--- config.mk ---
export PLATFORM = sky130hd
export DESIGN_NAME = dino_frame_renderer
export DESIGN_NICKNAME = d
export VERILOG_FILES = /design/src/rtl/dino_frame_renderer.sv
export SDC_FILE = /design/constraint.sdc
export NUM_CORES = 1
export LEC_CHECK = 0
export ABC_AREA = 1
export BUFFER_PORTS_ARGS = -buffer_cell sky130_fd_sc_hd__buf_2
export CAP_MARGIN = 20
export CORE_MARGIN = 2
export CORE_UTILIZATION = 45
export CTS_BUF_LIST = sky130_fd_sc_hd__clkbuf_8
export DETAILED_ROUTE_END_ITERATION = 8
export GPL_ROUTABILITY_DRIVEN = 0
export HOLD_SLACK_MARGIN = 0.08
export PLACE_DENSITY = 0.72
export SYNTH_ARGS = -nofsm -noshare
export SYNTH_HDL_FRONTEND = slang
export SYNTH_SLANG_ARGS = --single-unit
--- constraint.sdc ---
create_clock -name clock -period 16.1 [get_ports clock]
set_input_delay 1.61 -clock clock [delete_from_list [all_inputs] [get_ports clock]]
set_output_delay 1.61 -clock clock [all_outputs]
set_load 0.01 [all_outputs]
--- src/rtl/dino_frame_renderer.sv ---
// rtl/dino_frame_renderer.sv - per-frame rectangle renderer for the dino game-state bus
// Optional previous-box erase instead of full band clear: DINO_RENDER_ERASE_EN
module dino_frame_renderer #(
  parameter int         SCREEN_W      = 640,
  parameter int         SCREEN_H      = 480,
  parameter int         CLEAR_TOP     = 0,
  parameter int         PLAYER_X      = 64,
  parameter logic [2:0] BG_COLOUR     = 3'b111,
  parameter logic [2:0] PLAYER_COLOUR = 3'b000,
  parameter logic [2:0] CACTUS_COLOUR = 3'b010,
  parameter logic [2:0] BIRD_COLOUR   = 3'b100
) (
  input  logic        clock,
  input  logic        reset,
  input  logic        i_frame_tick,
  input  logic [10:0] i_y_pos,
  input  logic [7:0]  i_cactus_h,
  input  logic [39:0] i_cactus_x,
  input  logic [39:0] i_bird_x,
  input  logic [39:0] i_bird_y,
  input  logic [1:0]  i_animation_cycle,
  input  logic        i_plot_ready,
  output logic [9:0]  o_vga_x,
  output logic [8:0]  o_vga_y,
  output logic [2:0]  o_vga_colour,
  output logic        o_plot,
  output logic        o_busy,
  output logic        o_frame_done,
  output logic        o_overrun
);

  typedef enum logic [2:0] {S_IDLE, S_SNAP, S_CLEAR, S_SEL, S_DRAW, S_DONE} state_t;

  localparam logic signed [11:0] W_S   = 12'(SCREEN_W);
  localparam logic signed [11:0] H_S   = 12'(SCREEN_H);
  localparam logic signed [11:0] TOP_S = 12'(CLEAR_TOP);
  localparam logic signed [11:0] PX_S  = 12'(PLAYER_X);
  localparam logic signed [11:0] BOX_W = 12'sd32;
  localparam logic [9:0]         X_OFF = 10'd1023;

  state_t r_state;

  logic [10:0] r_y_pos;
  logic [7:0]  r_cactus_h;
  logic [39:0] r_cactus_x;
  logic [39:0] r_bird_x;
  logic [39:0] r_bird_y;
  logic        r_anim0;

  logic [3:0]         r_obj;
  logic signed [11:0] r_px;
  logic signed [11:0] r_py;
  logic signed [11:0] r_x0;
  logic signed [11:0] r_x1;
  logic signed [11:0] r_y1;
  logic [2:0]         r_colour;
  logic               r_is_player;

  logic [10:0] w_src_y_pos;
  logic [7:0]  w_src_cactus_h;
  logic [39:0] w_src_cactus_x;
  logic [39:0] w_src_bird_x;
  logic [39:0] w_src_bird_y;
  logic        w_src_player_vld;
  logic        w_erase;
  logic        w_unused;

`ifdef DINO_RENDER_ERASE_EN
  logic        r_erase;
  logic [10:0] r_prev_y_pos;
  logic [7:0]  r_prev_cactus_h;
  logic [39:0] r_prev_cactus_x;
  logic [39:0] r_prev_bird_x;
  logic [39:0] r_prev_bird_y;
  logic        r_prev_player_vld;

  // The erase pass walks last frame's boxes through the same selector as the draw pass
  assign w_erase          = r_erase;
  assign w_src_y_pos      = r_erase ? r_prev_y_pos    : r_y_pos;
  assign w_src_cactus_h   = r_erase ? r_prev_cactus_h : r_cactus_h;
  assign w_src_cactus_x   = r_erase ? r_prev_cactus_x : r_cactus_x;
  assign w_src_bird_x     = r_erase ? r_prev_bird_x   : r_bird_x;
  assign w_src_bird_y     = r_erase ? r_prev_bird_y   : r_bird_y;
  assign w_src_player_vld = r_erase ? r_prev_player_vld : 1'b1;
`else
  assign w_erase          = 1'b0;
  assign w_src_y_pos      = r_y_pos;
  assign w_src_cactus_h   = r_cactus_h;
  assign w_src_cactus_x   = r_cactus_x;
  assign w_src_bird_x     = r_bird_x;
  assign w_src_bird_y     = r_bird_y;
  assign w_src_player_vld = 1'b1;
`endif

  assign w_unused = i_animation_cycle[1];

  logic [9:0]         w_cx [4];
  logic [9:0]         w_bx [4];
  logic [9:0]         w_by [4];
  logic [1:0]         w_ch [4];
  logic [1:0]         w_sub;
  logic [2:0]         w_hp1;
  logic signed [11:0] w_x1;
  logic signed [11:0] w_y1;
  logic signed [11:0] w_h;
  logic signed [11:0] w_y0;
  logic               w_active;
  logic [2:0]         w_colour;

  always_comb begin
    for (int i = 0; i < 4; i++) begin
      w_cx[i] = w_src_cactus_x[i*10 +: 10];
      w_bx[i] = w_src_bird_x[i*10 +: 10];
      w_by[i] = w_src_bird_y[i*10 +: 10];
      w_ch[i] = w_src_cactus_h[i*2 +: 2];
    end
  end

  // Cactus slots are objects 1..4 and bird slots 5..8, so obj-1 mod 4 picks the slot for both
  assign w_sub = 2'(r_obj - 4'd1);
  assign w_hp1 = {1'b0, w_ch[w_sub]} + 3'd1;

  always_comb begin
    w_x1     = PX_S + BOX_W;
    w_y1     = {1'b0, w_src_y_pos};
    w_h      = BOX_W;
    w_active = w_src_player_vld;
    w_colour = PLAYER_COLOUR;
    if (r_obj >= 4'd1 && r_obj <= 4'd4) begin
      w_x1     = {2'b00, w_cx[w_sub]};
      w_y1     = H_S;
      w_h      = {6'd0, w_hp1, 3'b000};
      w_active = (w_cx[w_sub] != X_OFF);
      w_colour = CACTUS_COLOUR;
    end else if (r_obj >= 4'd5) begin
      w_x1     = {2'b00, w_bx[w_sub]};
      w_y1     = {2'b00, w_by[w_sub]};
      w_active = (w_bx[w_sub] != X_OFF);
      w_colour = BIRD_COLOUR;
    end
  end

  assign w_y0 = w_y1 - w_h;

  logic w_on_screen;
  logic w_right_half;
  logic w_anim_ok;
  logic w_vis;
  logic w_stall;

  assign w_on_screen  = (r_px >= 12'sd0) && (r_px < W_S) && (r_py >= 12'sd0) && (r_py < H_S);
  assign w_right_half = (r_px >= (r_x0 + 12'sd16));
  // Legs: the player's bottom four rows show only the half of the box chosen by the animation phase
  assign w_anim_ok    = !(r_state == S_DRAW && r_is_player && r_py >= (r_y1 - 12'sd4))
                        || (w_right_half == r_anim0);
  assign w_vis        = w_on_screen && w_anim_ok;
  assign w_stall      = o_plot && !i_plot_ready;

  always_ff @(posedge clock) begin
    if (reset) begin
      r_state      <= S_IDLE;
      o_plot       <= 1'b0;
      o_busy       <= 1'b0;
      o_frame_done <= 1'b0;
      o_overrun    <= 1'b0;
      o_vga_x      <= '0;
      o_vga_y      <= '0;
      o_vga_colour <= BG_COLOUR;
`ifdef DINO_RENDER_ERASE_EN
      r_erase           <= 1'b0;
      r_prev_player_vld <= 1'b0;
      r_prev_cactus_x   <= {4{X_OFF}};
      r_prev_bird_x     <= {4{X_OFF}};
`endif
    end else begin
      o_frame_done <= 1'b0;
      if (i_frame_tick && r_state != S_IDLE)
        o_overrun <= 1'b1;
      // A pending pixel freezes the whole walker, so frame_done only follows the last accepted pixel
      if (!w_stall) begin
        o_plot <= 1'b0;
        case (r_state)
          S_IDLE: begin
            if (i_frame_tick)
              r_state <= S_SNAP;
          end
          S_SNAP: begin
            r_y_pos    <= i_y_pos;
            r_cactus_h <= i_cactus_h;
            r_cactus_x <= i_cactus_x;
            r_bird_x   <= i_bird_x;
            r_bird_y   <= i_bird_y;
            r_anim0    <= i_animation_cycle[0];
            o_busy     <= 1'b1;
            r_obj      <= 4'd0;
`ifdef DINO_RENDER_ERASE_EN
            r_erase    <= 1'b1;
            r_state    <= S_SEL;
`else
            r_x0        <= 12'sd0;
            r_x1        <= W_S;
            r_y1        <= H_S;
            r_px        <= 12'sd0;
            r_py        <= TOP_S;
            r_colour    <= BG_COLOUR;
            r_is_player <= 1'b0;
            r_state     <= S_CLEAR;
`endif
          end
          S_CLEAR, S_DRAW: begin
            o_plot       <= w_vis;
            o_vga_x      <= r_px[9:0];
            o_vga_y      <= r_py[8:0];
            o_vga_colour <= r_colour;
            if (r_px == r_x1 - 12'sd1) begin
              r_px <= r_x0;
              if (r_py == r_y1 - 12'sd1)
                r_state <= S_SEL;
              else
                r_py <= r_py + 12'sd1;
            end else begin
              r_px <= r_px + 12'sd1;
            end
          end
          S_SEL: begin
            if (r_obj == 4'd9) begin
`ifdef DINO_RENDER_ERASE_EN
              if (r_erase) begin
                r_erase <= 1'b0;
                r_obj   <= 4'd0;
              end else begin
                r_state <= S_DONE;
              end
`else
              r_state <= S_DONE;
`endif
            end else begin
              r_obj <= r_obj + 4'd1;
              if (w_active) begin
                r_x0        <= w_x1 - BOX_W;
                r_x1        <= w_x1;
                r_y1        <= w_y1;
                r_px        <= w_x1 - BOX_W;
                r_py        <= w_y0;
                r_colour    <= w_erase ? BG_COLOUR : w_colour;
                r_is_player <= (r_obj == 4'd0);
                r_state     <= w_erase ? S_CLEAR : S_DRAW;
              end
            end
          end
          S_DONE: begin
            o_frame_done <= 1'b1;
            o_busy       <= 1'b0;
            r_state      <= S_IDLE;
`ifdef DINO_RENDER_ERASE_EN
            r_prev_y_pos      <= r_y_pos;
            r_prev_cactus_h   <= r_cactus_h;
            r_prev_cactus_x   <= r_cactus_x;
            r_prev_bird_x     <= r_bird_x;
            r_prev_bird_y     <= r_bird_y;
            r_prev_player_vld <= 1'b1;
`endif
          end
          default: r_state <= S_IDLE;
        endcase
      end
    end
  end

endmodule
==> results of run 1 <==
==> layer usage <==
| layer | vias up | share of wire, % | wire length, um |
|---|---|---|---|
| met5 | - | 0 | 0 |
| met4 | 0 | 1.7 | 466 |
| met3 | 35 | 6.5 | 1771 |
| met2 | 318 | 45 | 12310 |
| met1 | 4147 | 47 | 12720 |
| li1 | 4605 | - | - |
==> cells by family after synthesis <==
logic type,share of synthesized area (%)
flip-flops,56.22
AO/OA/AOI/OAI,8.501
adder cells (fa/ha/maj),4.165
XOR/XNOR,2.584
buffers and inverters,6.760
AND/OR/NAND/NOR,21.77
==> Yosys cell counts, types with 11 or more instances <==
| master | n |
|---|---|
| nor2_1 | 156 |
| ha_1 | 39 |
| o21ai_0 | 62 |
| buf_2 | 16 |
| xor2_1 | 20 |
| edfxtp_1 | 200 |
| nand3_1 | 85 |
| xnor2_1 | 12 |
| dfxtp_1 | 29 |
| inv_1 | 142 |
| inv_2 | 17 |
| nand4_1 | 13 |
| clkbuf_1 | 11 |
| o21ai_1 | 18 |
| nor3_1 | 13 |
| o21bai_1 | 11 |
| nand2_1 | 292 |
| a21oi_1 | 50 |
| nor2_2 | 11 |
==> worst max path at each step <==
stage                   end  cells past startpoint
floorplan           r_anim0                      4
global placement    r_x0[4]                     12
detailed placement  r_x0[4]                     14
CTS                 r_x0[5]                     14
global route        r_y1[5]                     14
finish              r_x0[5]                     14
==> final cells by class <==
| cell class | instances | area share [%] |
|---|---|---|
| well taps | 335 | 3.081 |
| repair buffers | 179 | 6.770 |
| flip-flops and latches | 229 | 48.42 |
| inverters | 160 | 4.433 |
| clock inverters | 30 | 1.177 |
| clock buffers | 41 | 4.148 |
| multi-input cells | 842 | 31.97 |
==> state kept, by name (all words and copies together), names as in the netlist, 4 cells and up <==
signal,flops
o_vga_y,9
r_bird_y,40
r_obj,4
r_px,12
r_x0,12
r_cactus_h,8
r_y_pos,11
r_y1,11
r_x1,5
o_vga_x,10
r_cactus_x,40
r_bird_x,40
r_py,12
==> report_power, final <==
part           total, W  switching (W)  leakage [nW]  internal (W)
Clock          0.000489       0.000235         0.409      0.000254
Combinational  0.000618       0.000413          3.46      0.000205
Sequential     0.000857      0.0000659          2.06      0.000791
==> worst max-delay path: cells and delay by family, from the launching register on <==
family | cells | cell delay, ns
compound gates | 1 | 0.76
fa+ha+maj | 1 | 0.31
buf+inv | 5 | 1.93
flops | 1 | 0.32
simple gates | 7 | 0.65
==> stage by stage <==
step	setup slack, ns	cells	util (%)	power (W)	instance area (um^2)
floorplan	4.049	1265	-	0.001312	11720
global placement	11.74	1745	49.85	0.001459	12880
detailed placement	11.69	1745	49.85	0.001482	12880
CTS	11.66	1816	52.65	0.001976	13600
global route	11.39	1816	52.65	0.002100	13600
finish	11.75	1816	52.65	0.001964	13600
==> metrics, run 1 <==
status=finished, final reports clean; reg2reg end=r_x0[5]; Final #Nets=between 1500 and 2000; period utilization=27.01%; GR peak layer=met2; antenna diode count=0; GRT met1 Usage=28.28%; met3 usage=3.971%; DP Wirelength=roughly 19000 um; CP Capture Type=register; Critical Path AT=between 4 and 5 ns; Worst Hold End=o_overrun; fillcell total=2366; Worst EP required=approximately 16 ns; cell taking the most area after synthesis=edfxtp_1; ys flop type=edfxtp_1; Yosys reg bits=229; Avg Inst Size Synth=between 9 and 10 um^2; first-pass GRT wire length=43190 um; Tmin final=4.348 ns; hold path depth=2; global route overflow=0; final hold viol count=0; EDFF count, synth=200; via count=9105; final antenna-violating net count=0; Peak VDD IR=0.1020 mV; max-cap viol count=0; vias per cell=~5.0; crit path kind=reg2reg; Reg2Reg Setup Slack=11.75 ns; IO Count=171; RSZ-0062 raised after global routing=no; GRT met2 Usage=roughly a third; die height=165.4 um; final setup violation count=0; R2R cell count=14; crit path cell chain=buf_4 -> inv_2 -> ha_1 -> buf_4 -> inv_2 -> nor2_1 -> nand2_1 -> nand2_1 -> nand2_1 -> nor2_1 -> nand3_1 -> nand2_1 -> a21boi_2 -> buf_4; Seq. cell area=6586 um^2; PortBufs=169; DIE AREA=about 27000 um^2; Ys Warns=0; highest-delay cell along the critical path=a21boi_2; antenna violations before repair=0; most frequent cells in the layout=nand2_1, edfxtp_1, buf_2; number of global-route vias before repair=8634; Max H-tree Level=2; Startpoint Class=register; FMAX=230.0 MHz; Area growth syn-to-layout=16.10%; Clk Latency, worst-skew pair=0.54 ns; routed wire length=27270 um; TritonCTS clock tree=yes; most used cell, CP=nand2_1; All-Layer GR Usage=20.24%; DRT Pass-1 Iters=5; DRT iter0 DRCs=611; CTS resizes=0; Core Region=about 26000 um^2; synthesized net count=1449; commonest non-fill, non-tap cell in the layout=nand2_1; post-synthesis cell area=11720 um^2; Unique masters post-synth=48; clock skew=0.01521 ns; Rel. slew slack=27.38%; Synth async-reset ratio=0%; power per cell area=about 140 nW/um^2; WL/cell=15.01 um; number of max-slew violations in the final report=0; P_leak=approximately 5.9 nW; Worst setup startpoint=r_obj[0]; largest net degree at the start of global routing=90; share of the synthesized area in the top cell type=51.26%; Setup TNS=0 ns; HP Class=reg2reg; drt drc=0; sequential-to-total area share from yosys stat=56.22%; Die Wd=165.4 um; Crit Path Max Fanout=75; FP Rows=59; Starting Density=45.35%; Max Buffers Root-to-Sink=3; Slew @ Worst Pin=1.089 ns; postcts setup bufs=0; hold_sp=o_overrun; fraction of layout cells with a size suffix above 1=19.51%; Root Driver=clkbuf_8; worst r2r src=r_obj[0]; Clock transition at path regs=0.06 ns; clock buffers created by TritonCTS=40; worst hold margin=~0.46 ns; hold bufs inserted after CTS=0; multi-input logic area=about 4300 um^2; CP max stage delay=0.76 ns; CTS Sinks=229; dominant cells by area after synthesis=edfxtp_1, nand2_1, nor2_1; Post-Syn Instances=1265
Note: power is estimated with default switching activity, not from simulation.
==> inputs of run 2 (changes only) <==
--- a/config.mk
+++ b/config.mk
@@ -14,7 +14,7 @@
 export DETAILED_ROUTE_END_ITERATION = 8
 export GPL_ROUTABILITY_DRIVEN = 0
 export HOLD_SLACK_MARGIN = 0.08
-export PLACE_DENSITY = 0.72
+export PLACE_DENSITY = 0.75
 export SYNTH_ARGS = -nofsm -noshare
 export SYNTH_HDL_FRONTEND = slang
 export SYNTH_SLANG_ARGS = --single-unit
==> constraint.sdc (replaced) <==
create_clock -name clock -period 3.65 [get_ports clock]
set_input_delay 0.365 -clock clock [delete_from_list [all_inputs] [get_ports clock]]
set_output_delay 0.365 -clock clock [all_outputs]
set_load 0.01 [all_outputs]
==> run 2 against run 1 <==
  * Worst hold slack got worse by 0.35 ns
  * Clock-buffer cell count rose by 1
  * Final cell count rose by 8.4%
  * Maximum frequency rose by 31%
  * Combinational power rose to 4.7 times the previous value
  * Worst setup slack got worse by 11 ns
  * Sequential share of layout area fell by 5.2 points
  * Via count rose by 10%
  * First-iteration DRC count rose by 33%
  * Largest cell class unchanged
==> metrics, run 2 (synthesis gave the netlist of run 1 again) <==
status=finished, final reports clean; Max H-tree Level=2; P_leak=approximately 6.6 nW; Clock power frac=between 20% and 30%; clock buffers created by TritonCTS=40; antenna violations before repair=0; Final #Nets=between 1500 and 2000; most frequent cells in the layout=nand2_1, edfxtp_1, buf_2; Area growth syn-to-layout=30.10%; first-pass GRT wire length=48580 um; fraction of layout cells with a size suffix above 1=18.48%; CTS Sinks=~230; PortBufs=169; final hold viol count=0; Slew @ Worst Pin=1.023 ns; IO Count=171; Tmin final=3.320 ns; combinational share of power=32.2%; Peak VDD IR=between 0.4 and 0.5 mV; Crit Path Max Fanout=33; DRT Pass-1 Iters=5; Psw=around 0.0032 W; CP bufs+invs=3; Clock transition at path regs=0.06 ns; crit path cell chain=inv_2 -> buf_4 -> buf_4 -> nand2_1 -> nand3_1 -> nand2_1 -> nand2_1 -> nor2_1 -> nand3_1 -> nand2_1 -> a21oi_2 -> o21ai_0 -> nor2_1; vias per cell=about 5; CTS resizes=0; RSZ-0062 raised after global routing=no; number of max-slew violations in the final report=0; FMAX=301.2 MHz; TritonCTS clock tree=yes; Critical Path AT=3.48 ns; routed wire length=30900 um; Power Internal=0.005841 W; final design utilization=59.00%; number of global-route vias before repair=between 9000 and 10000; Worst EP required=3.81 ns; fillcell total=2134; postcts setup bufs=0; hold bufs inserted after CTS=142; Setup TNS=0 ns; Clk Latency, worst-skew pair=0.57 ns; DIE AREA=~27000 um^2; Max Buffers Root-to-Sink=3; final antenna-violating net count=0; Net Sw Frac=35.69%; sequential power share=41.7%; power per cell area=about 600 nW/um^2; FP Rows=59; WL/cell=15.69 um; most used cell, CP=nand2_1; highest-delay cell along the critical path=nor2_1; Root Driver=clkbuf_8; via count=10010; die height=approximately 170 um; DRT iter0 DRCs=815; largest net degree at the start of global routing=75; All-Layer GR Usage=22.73%; DP Wirelength=roughly 20000 um; HP Class=in2reg; max-cap viol count=0; crit path kind=reg2reg; Rel. slew slack=31.57%; clock skew=0.03494 ns; antenna diode count=0; Startpoint Class=register; largest registers=r_bird_x (40), r_bird_y (40), r_cactus_x (40); CP max stage delay=0.79 ns; drt drc=0; CP Capture Type=register; period utilization=just over 90%; global route overflow=0; Die Wd=165.4 um; Starting Density=45.35%; Core Region=25840 um^2; commonest non-fill, non-tap cell in the layout=nand2_1; delay-heaviest family, CP=simple AND/OR/NAND/NOR gates; final setup violation count=0
==> run 2: worst paths after layout <==
check / startpoint / to / slack (ns) / depth (start not counted)
max: r_obj[0] / r_py[8] / 0.33 / 13
min: i_plot_ready / o_plot / 0.12 / 4
max reg2reg: r_obj[0] / r_py[8] / 0.33 / 13
min reg2reg: r_colour[0] / o_vga_colour[0] / 0.45 / 2
==> run 2: worst min-delay path, delay by kind of cell <==
family	cells	cell delay, ns
and+or+nand+nor	1	0.05
buffers and inverters	2	0.14
AOI/OAI and AO/OA	1	0.06
==> run 2: power groups by stage <==
stage	Combinational [W]	Clock, W	Sequential (W)
final	0.00293	0.00237	0.00379
after global routing	0.00330	0.00251	0.00383
after CTS	0.00291	0.00240	0.00377
after detailed placement	0.00277	0	0.00382
after global placement	0.00270	0	0.00381
after floorplan	0.00188	0	0.00384
==> run 2: cell type report <==
cell class                      instances  area [um^2]  area share, %
Sequential cell                       229         6588          43.22
Multi-Input combinational cell        842         4362          28.61
Timing Repair Buffer                  334         2490          16.33
Inverter                              160        603.1          3.956
Clock buffer                           42        578.1          3.792
Tap cell                              335        419.2          2.750
Clock inverter                         27        203.9          1.338
==> run 2: stage by stage <==
stage / hold slack (ns) / worst slack (ns) / std cells / area (um^2) / total power, W
after floorplan: 0.4267 / -0.7224 / 1265 / 11740 / 0.005718
after detailed placement: 0.4406 / 0.2996 / 1758 / 13040 / 0.006599
after global placement: 0.4371 / 0.4292 / 1758 / 13040 / 0.006511
after global routing: 0.1336 / 0.07386 / 1969 / 15240 / 0.009639
final: 0.1152 / 0.3299 / 1969 / 15240 / 0.009081
after CTS: 0.08408 / 0.2930 / 1969 / 15240 / 0.009077
==> run 2: layer usage <==
layer | share of wire [%] | vias up | GRT usage (%) | routed length, um
li1 | - | 4922 | - | -
met1 | 43 | 4609 | 30.01 | 13360
met2 | 47 | 394 | 37.77 | 14520
met3 | 6.7 | 86 | 3.746 | 2074
met4 | 3.1 | 0 | 8.621 | 951
met5 | 0 | - | 0 | 0
==> inputs of run 3 (changes only) <==
--- a/config.mk
+++ b/config.mk
@@ -8,7 +8,6 @@
 export ABC_AREA = 1
 export BUFFER_PORTS_ARGS = -buffer_cell sky130_fd_sc_hd__buf_2
 export CAP_MARGIN = 20
-export CORE_MARGIN = 2
 export CORE_UTILIZATION = 45
 export CTS_BUF_LIST = sky130_fd_sc_hd__clkbuf_8
 export DETAILED_ROUTE_END_ITERATION = 8
==> run 3 against run 2 <==
  * Sequential power about the same
  * Non-clock buffer count down 4
  * Global-route usage up 1.0 points
  * Utilization up 0.78 points
==> metrics, run 3 (synthesis gave the netlist of run 1 again) <==
status=finished, final reports clean; All-Layer GR Usage=23.78%; FP Rows=58; crit path kind=reg2reg; clock buffers created by TritonCTS=39; worst r2r src=r_obj[0]; period utilization=92.04%; hold path depth=4; Reg2Reg Setup Slack=0.29 ns; Max H-tree Level=2; Area after DPL=12980 um^2; global route overflow=0; Clock transition at path regs=0.07 ns; DP Wirelength=19640 um; Root Driver=clkbuf_8; Final #Nets=1786; FMAX=297.7 MHz; final setup violation count=0; final antenna-violating net count=0; routed wire length=31110 um; Startpoint Class=register; WL/cell=approximately 16 um; Max Buffers Root-to-Sink=3; CTS Sinks=229; DIE AREA=26680 um^2; Critical Path AT=3.59 ns; DRT Pass-1 Iters=6; Clk Latency, worst-skew pair=0.56 ns; IO Count=171; largest net degree at the start of global routing=110; Peak VDD IR=around 0.37 mV; antenna violations before repair=1; PortBufs=about 170; Core Region=between 20000 and 30000 um^2; via count=10050; number of global-route vias before repair=9770; max-cap viol count=0; Crit Path Max Fanout=29; Overall Power=0.008912 W; Worst setup startpoint=r_obj[0]; Worst EP required=between 3 and 4 ns; Setup TNS=0 ns; final hold viol count=0; vias per cell=between 5 and 6; power per cell area=588.6 nW/um^2; most frequent cells in the layout=nand2_1, edfxtp_1, buf_2; Slew @ Worst Pin=0.6390 ns; first-pass GRT wire length=49430 um; Die Wd=around 160 um; RSZ-0062 raised after global routing=no; CP Capture Type=register; DRT iter0 DRCs=957; TritonCTS clock tree=yes; reg2reg end=r_py[0]; drt drc=0; commonest non-fill, non-tap cell in the layout=nand2_1; P_leak=about 6.6 nW; fin area=15140 um^2; Worst Hold End=o_plot; Tmin final=3.359 ns; Rel. slew slack=57.35%; HP Class=in2reg; clock skew=between 0.03 and 0.04 ns; number of max-slew violations in the final report=0; die height=around 160 um; largest registers=r_bird_x (40), r_bird_y (40), r_cactus_x (40); final design utilization=59.78%; fraction of layout cells with a size suffix above 1=18.50%; R2R cell count=12; Area growth syn-to-layout=29.23%; Starting Density=46.26%; hold_sp=i_plot_ready
[run 3: worst max-delay path, stage by stage (launching register included)]
cell and delay (ns):
edfxtp_1 0.41, inv_2 0.24, ha_1 0.30, inv_2 0.43, nand3_1 0.19, nand2_1 0.16
nor2_1 0.07, nand3_1 0.08, nand2_1 0.17, a21oi_4 0.45, o21ai_0 0.18, nor2_1 0.12
buf_4 0.22
[run 3: how the worst max path moves through the flow]
stage,endpoint,slack [ns],cells after the start
after floorplan,r_anim0,-0.72,5
after global placement,r_py[1],0.26,12
after detailed placement,r_py[1],0.18,12
after CTS,r_py[0],0.14,12
after global routing,r_py[9],0.1,12
final,r_py[0],0.29,12
[run 3: layout make-up]
type                       instances  area [um^2]
clock inverter                    27        125.1
antenna                            1        2.502
fill                            2064        10190
timing repair buffer             330         2435
clock buffer                      44        605.6
multi-input combinational        842         4369
sequential                       229         6588
inverter                         160        603.1
tap                              330        412.9
[run 3: per-stage QoR]
stage	hold WS [ns]	setup WS [ns]	instances
floorplan	0.4267	-0.7224	1265
global placement	0.4420	0.2609	1749
detailed placement	0.4555	0.1794	1749
CTS	0.09460	0.1378	1962
global route	0.1579	0.09829	1963
finish	0.1452	0.2907	1963
[run 3: routing by layer]
metal	track usage (%)	vias up	share of wire, %
met4	8.794	0	2.7
met5	0	-	0
met1	31.52	4605	42
li1	-	4908	-
met2	38.44	472	47
met3	4.774	63	8.2
[run 3: where the power goes]
part,internal (W),switching (W),leakage [nW]
Combinational,0.00105,0.00185,4.11
Sequential,0.00348,0.000312,2.06
Clock,0.00112,0.00110,0.403
Total,0.00565,0.00326,6.57
[run 3: timing repair]
item,in CTS,in global routing
gates resized for setup,0,1
buffers inserted,0,0
endpoints found under the setup margin,0,12
hold endpoints to repair,144,0
hold buffers,142,0
